`src/rtl/seqgen_serial_tx.sv`:
```
// rtl/seqgen_serial_tx.sv - serial bit-sequence transmitter, LSB first, with valid qualifier
// Optional "101" hit tracker enabled by defining SEQGEN_HIT_CNT_EN.
module seqgen_serial_tx #(
    parameter int MAX_LEN = 16,
    parameter int LEN_W   = 5,
    parameter int CNT_W   = 8
) (
    input  logic               clk,
    input  logic               rst,
    input  logic               load_valid,
    output logic               load_ready,
    input  logic [MAX_LEN-1:0] load_pattern,
    input  logic [LEN_W-1:0]   load_len,
    input  logic [CNT_W-1:0]   load_repeat,
    output logic               x_out,
    output logic               x_valid,
    output logic               busy,
    output logic               done,
    output logic [CNT_W-1:0]   hit_cnt
);

    localparam logic [1:0] S_IDLE  = 2'd0;
    localparam logic [1:0] S_SHIFT = 2'd1;
    localparam logic [1:0] S_DONE  = 2'd2;

    localparam logic [LEN_W-1:0] LEN_MAX = LEN_W'(MAX_LEN);
    localparam logic [LEN_W-1:0] LEN_ONE = LEN_W'(1);
    localparam logic [CNT_W-1:0] CNT_ONE = CNT_W'(1);

    logic [1:0]         state;
    logic [MAX_LEN-1:0] shreg;
    logic [MAX_LEN-1:0] pat_q;
    logic [LEN_W-1:0]   len_q;
    logic [LEN_W-1:0]   bit_cnt;
    logic [CNT_W-1:0]   rep_cnt;

    logic               accept;
    logic [LEN_W-1:0]   len_eff;
    logic [CNT_W-1:0]   rep_eff;

    always_comb begin
        accept  = load_valid && (state == S_IDLE);
        len_eff = (load_len > LEN_MAX) ? LEN_MAX : load_len;
        rep_eff = (load_repeat == '0) ? CNT_ONE : load_repeat;
    end

    // bit_cnt and rep_cnt count what remains after the current bit/repetition
    always_ff @(posedge clk or negedge rst) begin
        if (!rst) begin
            state   <= S_IDLE;
            shreg   <= '0;
            pat_q   <= '0;
            len_q   <= '0;
            bit_cnt <= '0;
            rep_cnt <= '0;
        end else begin
            case (state)
                S_IDLE: begin
                    if (accept) begin
                        pat_q   <= load_pattern;
                        shreg   <= load_pattern;
                        len_q   <= len_eff;
                        rep_cnt <= rep_eff - CNT_ONE;
                        if (len_eff == '0) begin
                            bit_cnt <= '0;
                            state   <= S_DONE;
                        end else begin
                            bit_cnt <= len_eff - LEN_ONE;
                            state   <= S_SHIFT;
                        end
                    end
                end
                S_SHIFT: begin
                    if (bit_cnt == '0) begin
                        if (rep_cnt == '0) begin
                            shreg <= '0;
                            state <= S_DONE;
                        end else begin
                            shreg   <= pat_q;
                            bit_cnt <= len_q - LEN_ONE;
                            rep_cnt <= rep_cnt - CNT_ONE;
                        end
                    end else begin
                        shreg   <= shreg >> 1;
                        bit_cnt <= bit_cnt - LEN_ONE;
                    end
                end
                S_DONE: begin
                    state <= S_IDLE;
                end
                default: begin
                    state <= S_IDLE;
                end
            endcase
        end
    end

    always_comb begin
        load_ready = (state == S_IDLE);
        busy       = (state != S_IDLE);
        done       = (state == S_DONE);
        x_valid    = (state == S_SHIFT);
        x_out      = (state == S_SHIFT) && shreg[0];
    end

`ifdef SEQGEN_HIT_CNT_EN
    localparam logic [1:0] T0 = 2'd0;
    localparam logic [1:0] T1 = 2'd1;
    localparam logic [1:0] T2 = 2'd2;
    localparam logic [1:0] T3 = 2'd3;

    logic [1:0]       trk;
    logic [1:0]       trk_next;
    logic [CNT_W-1:0] hit_q;

    // A 1 seen in T1 returns to T0, matching the detector's overlap rule
    always_comb begin
        trk_next = T0;
        case (trk)
            T0: trk_next = x_out ? T1 : T0;
            T1: trk_next = x_out ? T0 : T2;
            T2: trk_next = x_out ? T3 : T0;
            T3: trk_next = x_out ? T1 : T0;
            default: trk_next = T0;
        endcase
    end

    always_ff @(posedge clk or negedge rst) begin
        if (!rst) begin
            trk   <= T0;
            hit_q <= '0;
        end else if (accept) begin
            trk   <= T0;
            hit_q <= '0;
        end else if (x_valid) begin
            trk <= trk_next;
            if ((trk_next == T3) && (hit_q != '1)) begin
                hit_q <= hit_q + CNT_ONE;
            end
        end
    end

    assign hit_cnt = hit_q;
`else
    assign hit_cnt = '0;
`endif

endmodule
```
`config.mk`:
```
export PLATFORM = sky130hd
export DESIGN_NAME = seqgen_serial_tx
export DESIGN_NICKNAME = d
export VERILOG_FILES = /design/src/rtl/seqgen_serial_tx.sv
export SDC_FILE = /design/constraint.sdc
export NUM_CORES = 1
export LEC_CHECK = 0
export BUFFER_PORTS_ARGS = -buffer_cell sky130_fd_sc_hd__buf_4
export CORE_ASPECT_RATIO = 1.1
export CORE_MARGIN = 2
export CORE_UTILIZATION = 55
export DETAILED_ROUTE_END_ITERATION = 10
export PLACE_DENSITY = 0.8
export SETUP_SLACK_MARGIN = 0.15
export SLEW_MARGIN = 15
export SYNTH_ARGS = -nofsm -noshare
export SYNTH_HDL_FRONTEND = slang
export SYNTH_SLANG_ARGS = --single-unit
export TNS_END_PERCENT = 100
```
`constraint.sdc`:
```
create_clock -name clk -period 5.8 [get_ports clk]
set_input_delay 1.16 -clock clk [delete_from_list [all_inputs] [get_ports clk]]
set_output_delay 1.16 -clock clk [all_outputs]
set_load 0.05 [all_outputs]
```
After elaboration in Yosys (flattened, before gate mapping)
Cells that the tools add are included.
{"block": "totals", "input_bits": 32, "output_inout_bits": 13, "regBits": 52}
{"block": "classes", "reduce_logical": 14, "order_cmp": 1, "add_sub_neg": 5, "n_eq_ne": 7, "muxes": 20}
{"cell": "2-to-1 mux 16 bit", "n": 3}
{"cell": "2-to-1 mux 8 bit", "n": 4}
{"cell": "case mux 16 bit (2 select lines)", "n": 1}
{"cell": "2-to-1 mux 5 bit", "n": 5}
{"cell": "zero test 8 bit", "n": 2}
{"cell": "case mux 8 bit (2 select lines)", "n": 1}
{"cell": "subtractor 8 x 1 -> 8 bit (second input constant)", "n": 2}
{"cell": "subtractor 5 x 1 -> 5 bit (second input constant)", "n": 3}
{"cell": "zero test 5 bit", "n": 2}
{"cell": "case mux 5 bit (2 select lines)", "n": 1}
{"cell": "2-to-1 mux 2 bit", "n": 4}
{"cell": "inequality test 2 x 1 -> 1 bit (second input constant)", "n": 3}
{"cell": "AND reduction 3 bit", "n": 2}
{"cell": "> comparator 5 bit (second input constant)", "n": 1}
{"cell": "case mux 2 bit (2 select lines)", "n": 1}
{"cell": "AND reduction 2 bit", "n": 2}
{"cell": "AND reduction 4 bit", "n": 1}
{"cell": "nonzero test 2 bit", "n": 2}
{"cell": "inequality test 3 bit (second input constant)", "n": 1}
{"cell": "== test 2 x 1 -> 1 bit (second input constant)", "n": 1}
{"cell": "== test 2 bit (second input constant)", "n": 1}
{"cell": "logical AND 1 bit", "n": 2}
{"cell": "zero test 2 bit", "n": 1}
{"cell": "inequality test 2 bit (second input constant)", "n": 1}

Depth between registers and ports, before layout
Gate-level depths: netlist of run 1.
{"block": "depth", "depth_word": 6, "ltp_mapped": 13, "mapped_depth_nobuf": 9}

Worst setup path after synthesis of run 1
No wires, ideal clock.
{"block": "synth_timing", "path_type": "reg2out", "startpoint": "register state[1]", "endpoint": "output x_out", "arrival_time_ps": 2176, "slack_ps": 2464, "t_required_ps": 4640, "path_buffers": 3, "path_stages_with_launch": 7, "cell_sequence": "dfrtp_1 nand2b_1 buf_4 inv_2 buf_2 buf_1 and2_1"}
{"block": "synth_via", "elab_chain_len": 2}
{"element": "start, declared", "line_no": "30", "source": "logic [1:0] state;"}
{"element": "start signal, assigned", "line_no": "50", "source": "state <= S_IDLE;"}
{"element": "start signal, assigned", "line_no": "66", "source": "state <= S_DONE;"}
{"element": "start signal, assigned", "line_no": "69", "source": "state <= S_SHIFT;"}
{"element": "== test 2 x 1 -> 1 bit"}
{"element": "via x_valid", "line_no": "16", "source": "output logic x_valid,"}
{"element": "logical AND 1 bit", "line_no": "103", "source": "x_out = (state == S_SHIFT) && shreg[0];"}
{"element": "end, declared", "line_no": "15", "source": "output logic x_out,"}
The timed path passes the listed nets, and every way through them passes these cells.

Worst setup path in the final report of run 1
{"block": "layout_timing", "startpoint": "register state[1]", "endpoint": "output x_out"}
{"block": "layout_via", "elab_chain_len": 2}
{"element": "== test 2 x 1 -> 1 bit", "line_no": "103"}
{"element": "logical AND 1 bit", "line_no": "103"}
Every way passes these cells.

==> impl_metrics.json, run 1 <==
{
  "numClockSinks": 52,
  "maxClockFrequency_ghz": 0.331,
  "synth_top_area_share": 0.438,
  "cts_root_buf": "sky130_fd_sc_hd__clkbuf_8",
  "drt-vias-per-instance": 5.85,
  "critical_path_arrival_ns": 1.86,
  "synthesis.yosys.warnings": 0,
  "antenna_cells": 0,
  "report.final.hold_viol_count": 0,
  "fin_worst_skew_ns": 0.00841,
  "placedCellCount": 454,
  "number_of_synthesized_flops_with_an_enable_pin": 0,
  "status": "finished, final reports clean",
  "timing.final.setup_violations": 0,
  "worst_endpoint_required_time_ns": 4.64,
  "leakage_nw": 1.49,
  "cp-end-kind": "output pin",
  "floorplan.initialDensity": 0.561,
  "port_buffers": 36,
  "synth_most_common_cell": "sky130_fd_sc_hd__nand2_1",
  "grt_antenna_before_repair": 0,
  "fin_cells": 462,
  "layout-drive-gt1-share": 0.140,
  "replace_congestion": 0.872,
  "preCtsSetupSlack_ns": 2.87,
  "timing.final.max_slew_violations": 0,
  "tritoncts_clock_tree": "yes",
  "num_vias": 2704,
  "first_global_vias": 2602,
  "fin_total_pwr_mw": 1.73,
  "max_cap_violation_count": 0,
  "timing.setup.tns_ns": 0,
  "postRouteAntennaNets": 0,
  "post_cts_hold_buffer_count": 0,
  "total_core_area_sq_um": 5290,
  "cts-htree-levels": 2,
  "die-width_um": 74.1,
  "cellPowerDensity_nw_per_um2": 517,
  "grt.overflow.total": 0,
  "syn-mean-instance-area_sq_um": 8.18,
  "synth_commonest_cells": "sky130_fd_sc_hd__nand2_1, sky130_fd_sc_hd__dfrtp_1, sky130_fd_sc_hd__nor2_1",
  "nNetsFinal": 421,
  "asyncSetResetFlopFracSynth": 1.00,
  "floorplan.rows": 28,
  "post-route-worst-setup-slack_ns": 2.78,
  "worst-setup-path-type": "register to output pin",
  "synth.distinct_cells": 52,
  "grt_total_usage": 0.246,
  "synth_top_flop_cell": "sky130_fd_sc_hd__dfrtp_1",
  "die_h_um": 81.1,
  "cts_inserted_buffers": 5,
  "area.growth.synth_to_final_pct": 12.5,
  "irDropWorstVdd_uv": 269,
  "clock_tree.buffer_depth": 2,
  "hpwl_um": 4520,
  "netlist.top_cell.by_area": "sky130_fd_sc_hd__dfrtp_1",
  "boundaryPins": 45,
  "ys_seq_elements": 52,
  "min_period_over_period": 0.520,
  "pin_count_of_the_biggest_net_entering_global_routing": 53,
  "worst_setup_path_start_kind": "register",
  "worst_slew_margin_relative_to_its_limit": 0.331,
  "synth_area_sq_um": 2970,
  "grt_setup_unrepaired": "false",
  "yosys-top-cells-area": "sky130_fd_sc_hd__dfrtp_1, sky130_fd_sc_hd__nand2_1, sky130_fd_sc_hd__nor2_1, sky130_fd_sc_hd__o21ai_0, sky130_fd_sc_hd__a31oi_1",
  "remaining_drc_errors": 0,
  "synthCells": 363,
  "drt-wirelength-per-cell_um": 14.6,
  "hold_class": "register to register",
  "postCtsResizedCells": 0,
  "synth.yosys.seq_area_share": 0.438,
  "wirelength_um": 6760,
  "global_route_wire_length_before_repair_um": 11400,
  "first_pass_iters": 5,
  "clock_latency_ns": 0.31,
  "cts_setup_buffers": 0,
  "register_clock_pin_slew_on_the_reported_worst_setup_and_hold_paths_ns": 0.10,
  "initialDrtViolationCount": 160,
  "crit_fanout": 34,
  "final.fill_count": 467,
  "worst_slew_pin_slew_ns": 1.00,
  "finalCriticalPeriod_ns": 3.02,
  "total_die_area_sq_um": 6010
}
-- critical path: stages (launching register included) --
cell	delay, ns
sky130_fd_sc_hd__dfrtp_1	0.46
sky130_fd_sc_hd__nand2b_1	0.20
sky130_fd_sc_hd__inv_2	0.47
sky130_fd_sc_hd__and2_1	0.22
sky130_fd_sc_hd__buf_4	0.19
-- report_power, final --
part	leakage [nW]	internal, mW	switching, mW
combinational	0.785	0.298	0.481
clock	0.0645	0.152	0.125
sequential	0.645	0.530	0.140
-- registers in the layout, indices dropped and copies added, names as in the netlist --
signal	cells
bit_cnt	5
pat_q	16
shreg	16
state	2
rep_cnt	8
len_q	5
-- logic make-up (layout without fill, tap and decap cells) --
| kind of cell | count (synthesis) | count (layout) | share of synthesized area |
|---|---|---|---|
| xor+xnor | 2 | 2 | 0.00590 |
| other cells | 1 | 8 | 0.00126 |
| buf+inv | 31 | 48 | 0.0569 |
| mux | 2 | 2 | 0.00674 |
| flops | 52 | 52 | 0.438 |
| simple gates | 187 | 187 | 0.293 |
| compound gates | 85 | 85 | 0.186 |
| fa+ha+maj | 3 | 3 | 0.0126 |
-- layer usage --
layer	up-vias	GRT usage	wire length [um]
li1	1305	-	-
met1	1280	0.308	2960
met2	104	0.408	3320
met3	15	0.0447	358
met4	0	0.116	127
met5	-	0	0
-- placed cells by master, fill, tap and decap left out, types with 3 or more instances in the layout --
cell type / synthesis / final
sky130_fd_sc_hd__nand2b_1: 8 / 8
sky130_fd_sc_hd__o21ai_0: 25 / 25
sky130_fd_sc_hd__or3_1: 4 / 4
sky130_fd_sc_hd__ha_1: 3 / 3
sky130_fd_sc_hd__a21oi_1: 15 / 15
sky130_fd_sc_hd__nor3_1: 9 / 9
sky130_fd_sc_hd__nor2_1: 38 / 38
sky130_fd_sc_hd__clkbuf_8: 0 / 7
sky130_fd_sc_hd__and2_1: 3 / 3
sky130_fd_sc_hd__nand3_1: 20 / 20
sky130_fd_sc_hd__nand3b_1: 3 / 3
sky130_fd_sc_hd__a32o_1: 3 / 3
sky130_fd_sc_hd__nor4_1: 6 / 6
sky130_fd_sc_hd__dfrtp_1: 52 / 52
sky130_fd_sc_hd__a31oi_1: 17 / 17
sky130_fd_sc_hd__buf_4: 9 / 38
sky130_fd_sc_hd__a211oi_1: 5 / 5
sky130_fd_sc_hd__conb_1: 1 / 8
sky130_fd_sc_hd__nand2_1: 85 / 85
-- worst paths after layout --
check,startpoint,end,slack [ns],cells after the start
worst max-delay path,state[1],x_out,2.78,4
max in group asynchronous,rst,pat_q[0],4.49,1
min in group asynchronous,rst,rep_cnt[4],0.87,1
worst min-delay path,pat_q[2],pat_q[2],0.48,2
worst max register to register,bit_cnt[1],rep_cnt[4],3.11,5
worst min register to register,pat_q[2],pat_q[2],0.48,2
-- stage by stage --
stage	util	area (sq um)	hold WS, ns
final	0.632	3340	0.481
after global placement	0.608	3210	0.456
after detailed placement	0.608	3210	0.463
after CTS	0.632	3340	0.485
after floorplan	-	3000	0.446
after global routing	0.632	3340	0.515
-- final cells by class --
class	count	area [sq um]	area share
well taps	75	93.8	0.0281
clock buffers	7	96.3	0.0288
clock inverters	1	30.0	0.00899
flip-flops and latches	52	1300	0.390
repair buffers	38	285	0.0854
multi-input cells	287	1530	0.457
inverters	2	7.51	0.00225
No activity file was read; power rests on OpenSTA's default activity.
==> run 2, diff against run 1 <==
--- a/config.mk
+++ b/config.mk
@@ -8,9 +8,9 @@
 export BUFFER_PORTS_ARGS = -buffer_cell sky130_fd_sc_hd__buf_4
 export CORE_ASPECT_RATIO = 1.1
 export CORE_MARGIN = 2
-export CORE_UTILIZATION = 55
+export CORE_UTILIZATION = 51
 export DETAILED_ROUTE_END_ITERATION = 10
-export PLACE_DENSITY = 0.8
+export PLACE_DENSITY = 0.79
 export SETUP_SLACK_MARGIN = 0.15
 export SLEW_MARGIN = 15
 export SYNTH_ARGS = -nofsm -noshare
==> constraint.sdc (replaced) <==
create_clock -name clk -period 2.7 [get_ports clk]
set_input_delay 0.54 -clock clk [delete_from_list [all_inputs] [get_ports clk]]
set_output_delay 0.54 -clock clk [all_outputs]
set_load 0.05 [all_outputs]
==> run 2 against run 1 <==
Critical path depth up 1. Register-to-register slack worse by 2.7 ns. Flip-flop and latch count unchanged. Cell area up 1.0%. Routed wire length up 1.1%. Clock skew down 0.0019 ns. Final cell count up 1.7%. Non-clock buffer count up 6. Core utilization down 3.9 points. Critical endpoint unchanged. Largest cell class unchanged.
==> impl_metrics.json, run 2 (synthesis gave the netlist of run 1 again) <==
{
  "r2r_cells": 8,
  "postCtsResizedCells": 0,
  "cp-end-kind": "output pin",
  "p_sw_mw": 1.62,
  "endpoint": "x_out",
  "total_core_area_sq_um": 5700,
  "clock_latency_ns": 0.30,
  "worst_slew_margin_relative_to_its_limit": 0.555,
  "final.fill_count": 547,
  "clock_tree.buffer_depth": 2,
  "max_cap_violation_count": 0,
  "postRouteAntennaNets": 0,
  "status": "finished, final reports clean",
  "first_pass_iters": 4,
  "floorplan.rows": 29,
  "timing.final.setup_violations": 0,
  "die_h_um": 84.0,
  "most_common_library_cell_in_the_layout_ignoring_fill_and_taps": "sky130_fd_sc_hd__nand2_1",
  "irDropWorstVdd_uv": 564,
  "met2WireLength_um": 3280,
  "maxClockFrequency_ghz": 0.427,
  "worst_r2r_dst": "bit_cnt[4]",
  "critical_path_arrival_ns": 1.80,
  "area.growth.synth_to_final_pct": 13.6,
  "worst_slew_pin_slew_ns": 0.661,
  "setup.reg_to_reg.worst_slack_ns": 0.37,
  "replace_congestion": 0.938,
  "seqPwrFrac": 0.389,
  "finalCriticalPeriod_ns": 2.34,
  "boundaryPins": 45,
  "worst_setup_path_start_kind": "register",
  "grt_antenna_before_repair": 0,
  "cellPowerDensity_nw_per_um2": 1100,
  "cts_root_buf": "sky130_fd_sc_hd__clkbuf_8",
  "wirelength_um": 6830,
  "leakage_nw": 1.51,
  "drt-wirelength-per-cell_um": 14.5,
  "p_sw_frac": 0.437,
  "worst_endpoint_required_time_ns": 2.16,
  "cell_internal_pwr_mw": 2.08,
  "post-route-cell-area_sq_um": 3380,
  "largest_registers": "pat_q: 16 flops, shreg: 16 flops, rep_cnt: 8 flops",
  "drt-vias-per-instance": 5.69,
  "first_global_vias": 2577,
  "pin_count_of_the_biggest_net_entering_global_routing": 53,
  "crit_start": "state[0]",
  "tritoncts_clock_tree": "yes",
  "register_clock_pin_slew_on_the_reported_worst_setup_and_hold_paths_ns": 0.10,
  "routed_met3_length_um": 352,
  "hold_class": "input port to async pin",
  "floorplan.initialDensity": 0.521,
  "fin_total_pwr_mw": 3.70,
  "total_die_area_sq_um": 6450,
  "remaining_drc_errors": 0,
  "num_vias": 2673,
  "report.final.hold_viol_count": 0,
  "combinationalPowerShare": 0.464,
  "cts_setup_buffers": 0,
  "worst-setup-path-type": "register to output pin",
  "nNetsFinal": 427,
  "top_signal_layer_used": "met4",
  "die-width_um": 76.8,
  "fin_worst_skew_ns": 0.00652,
  "global_route_wire_length_before_repair_um": 11800,
  "placed_area_sq_um": 3260,
  "clkPwrFrac": 0.146,
  "detail_route.wirelength.met1_um": 3080,
  "layout-drive-gt1-share": 0.155,
  "hpwl_um": 4620,
  "timing.setup.tns_ns": 0,
  "post_cts_hold_buffer_count": 0,
  "most-common-layout-cells": "sky130_fd_sc_hd__nand2_1, sky130_fd_sc_hd__dfrtp_1, sky130_fd_sc_hd__buf_4",
  "antenna_cells": 0,
  "crit_fanout": 32,
  "cts-htree-levels": 2,
  "cts_inserted_buffers": 5,
  "port_buffers": 36,
  "crit-reg2reg-launch": "bit_cnt[1]",
  "min_period_over_period": 0.868,
  "initialDrtViolationCount": 222,
  "timing.final.max_slew_violations": 0,
  "grt.overflow.total": 0,
  "numClockSinks": 52,
  "grt_total_usage": 0.225,
  "grt_setup_unrepaired": "false"
}
-- run 2: routing by layer --
metal	GRT usage	vias to the layer above
li1	-	1322
met1	0.287	1262
met2	0.389	78
met3	0.0325	11
met4	0.0777	0
met5	0	-
-- run 2: worst min-delay path by stage --
stage                  start  slack (ns)  depth (start not counted)    endpoint
floorplan                rst        0.24                          0  bit_cnt[0]
global placement    pat_q[6]        0.46                          2    pat_q[6]
detailed placement  pat_q[3]        0.46                          2    pat_q[3]
CTS                      rst        0.29                          1  rep_cnt[5]
global route             rst        0.31                          1    shreg[6]
finish                   rst        0.24                          1  rep_cnt[5]
-- run 2: stage by stage --
step                      utilization  setup WS (ns)  instances  hold WS, ns
after CTS                       0.592          0.270        470        0.286
after detailed placement        0.573          0.277        462        0.462
after floorplan                     -          0.218        370        0.244
after global placement          0.573          0.402        462        0.457
after global routing            0.593          0.240        470        0.308
final                           0.593          0.357        470        0.244
-- run 2: cell type report --
cell class | count | area, sq um | area share
Clock buffer | 5 | 68.8 | 0.0204
Clock inverter | 3 | 42.5 | 0.0126
Inverter | 2 | 7.51 | 0.00222
Multi-Input combinational cell | 287 | 1530 | 0.453
Sequential cell | 52 | 1300 | 0.385
Tap cell | 77 | 96.3 | 0.0285
Timing Repair Buffer | 44 | 330 | 0.0979
-- run 2: worst max-delay path, stage by stage (launching register included) --
cell and delay [ns]:
sky130_fd_sc_hd__dfrtp_1 0.51, sky130_fd_sc_hd__nand2b_1 0.17, sky130_fd_sc_hd__inv_2 0.11, sky130_fd_sc_hd__buf_4 0.32
sky130_fd_sc_hd__and2_1 0.18, sky130_fd_sc_hd__buf_4 0.19
-- run 2: power by group through the flow --
stage	Sequential (mW)	Combinational, mW	Clock [mW]
6_report	1.44	1.72	0.542
5_1_grt	1.49	1.95	0.581
4_1_cts	1.43	1.73	0.549
3_5_place_dp	1.45	1.72	0
3_3_place_gp	1.43	1.66	0
2_1_floorplan	1.35	1.39	0
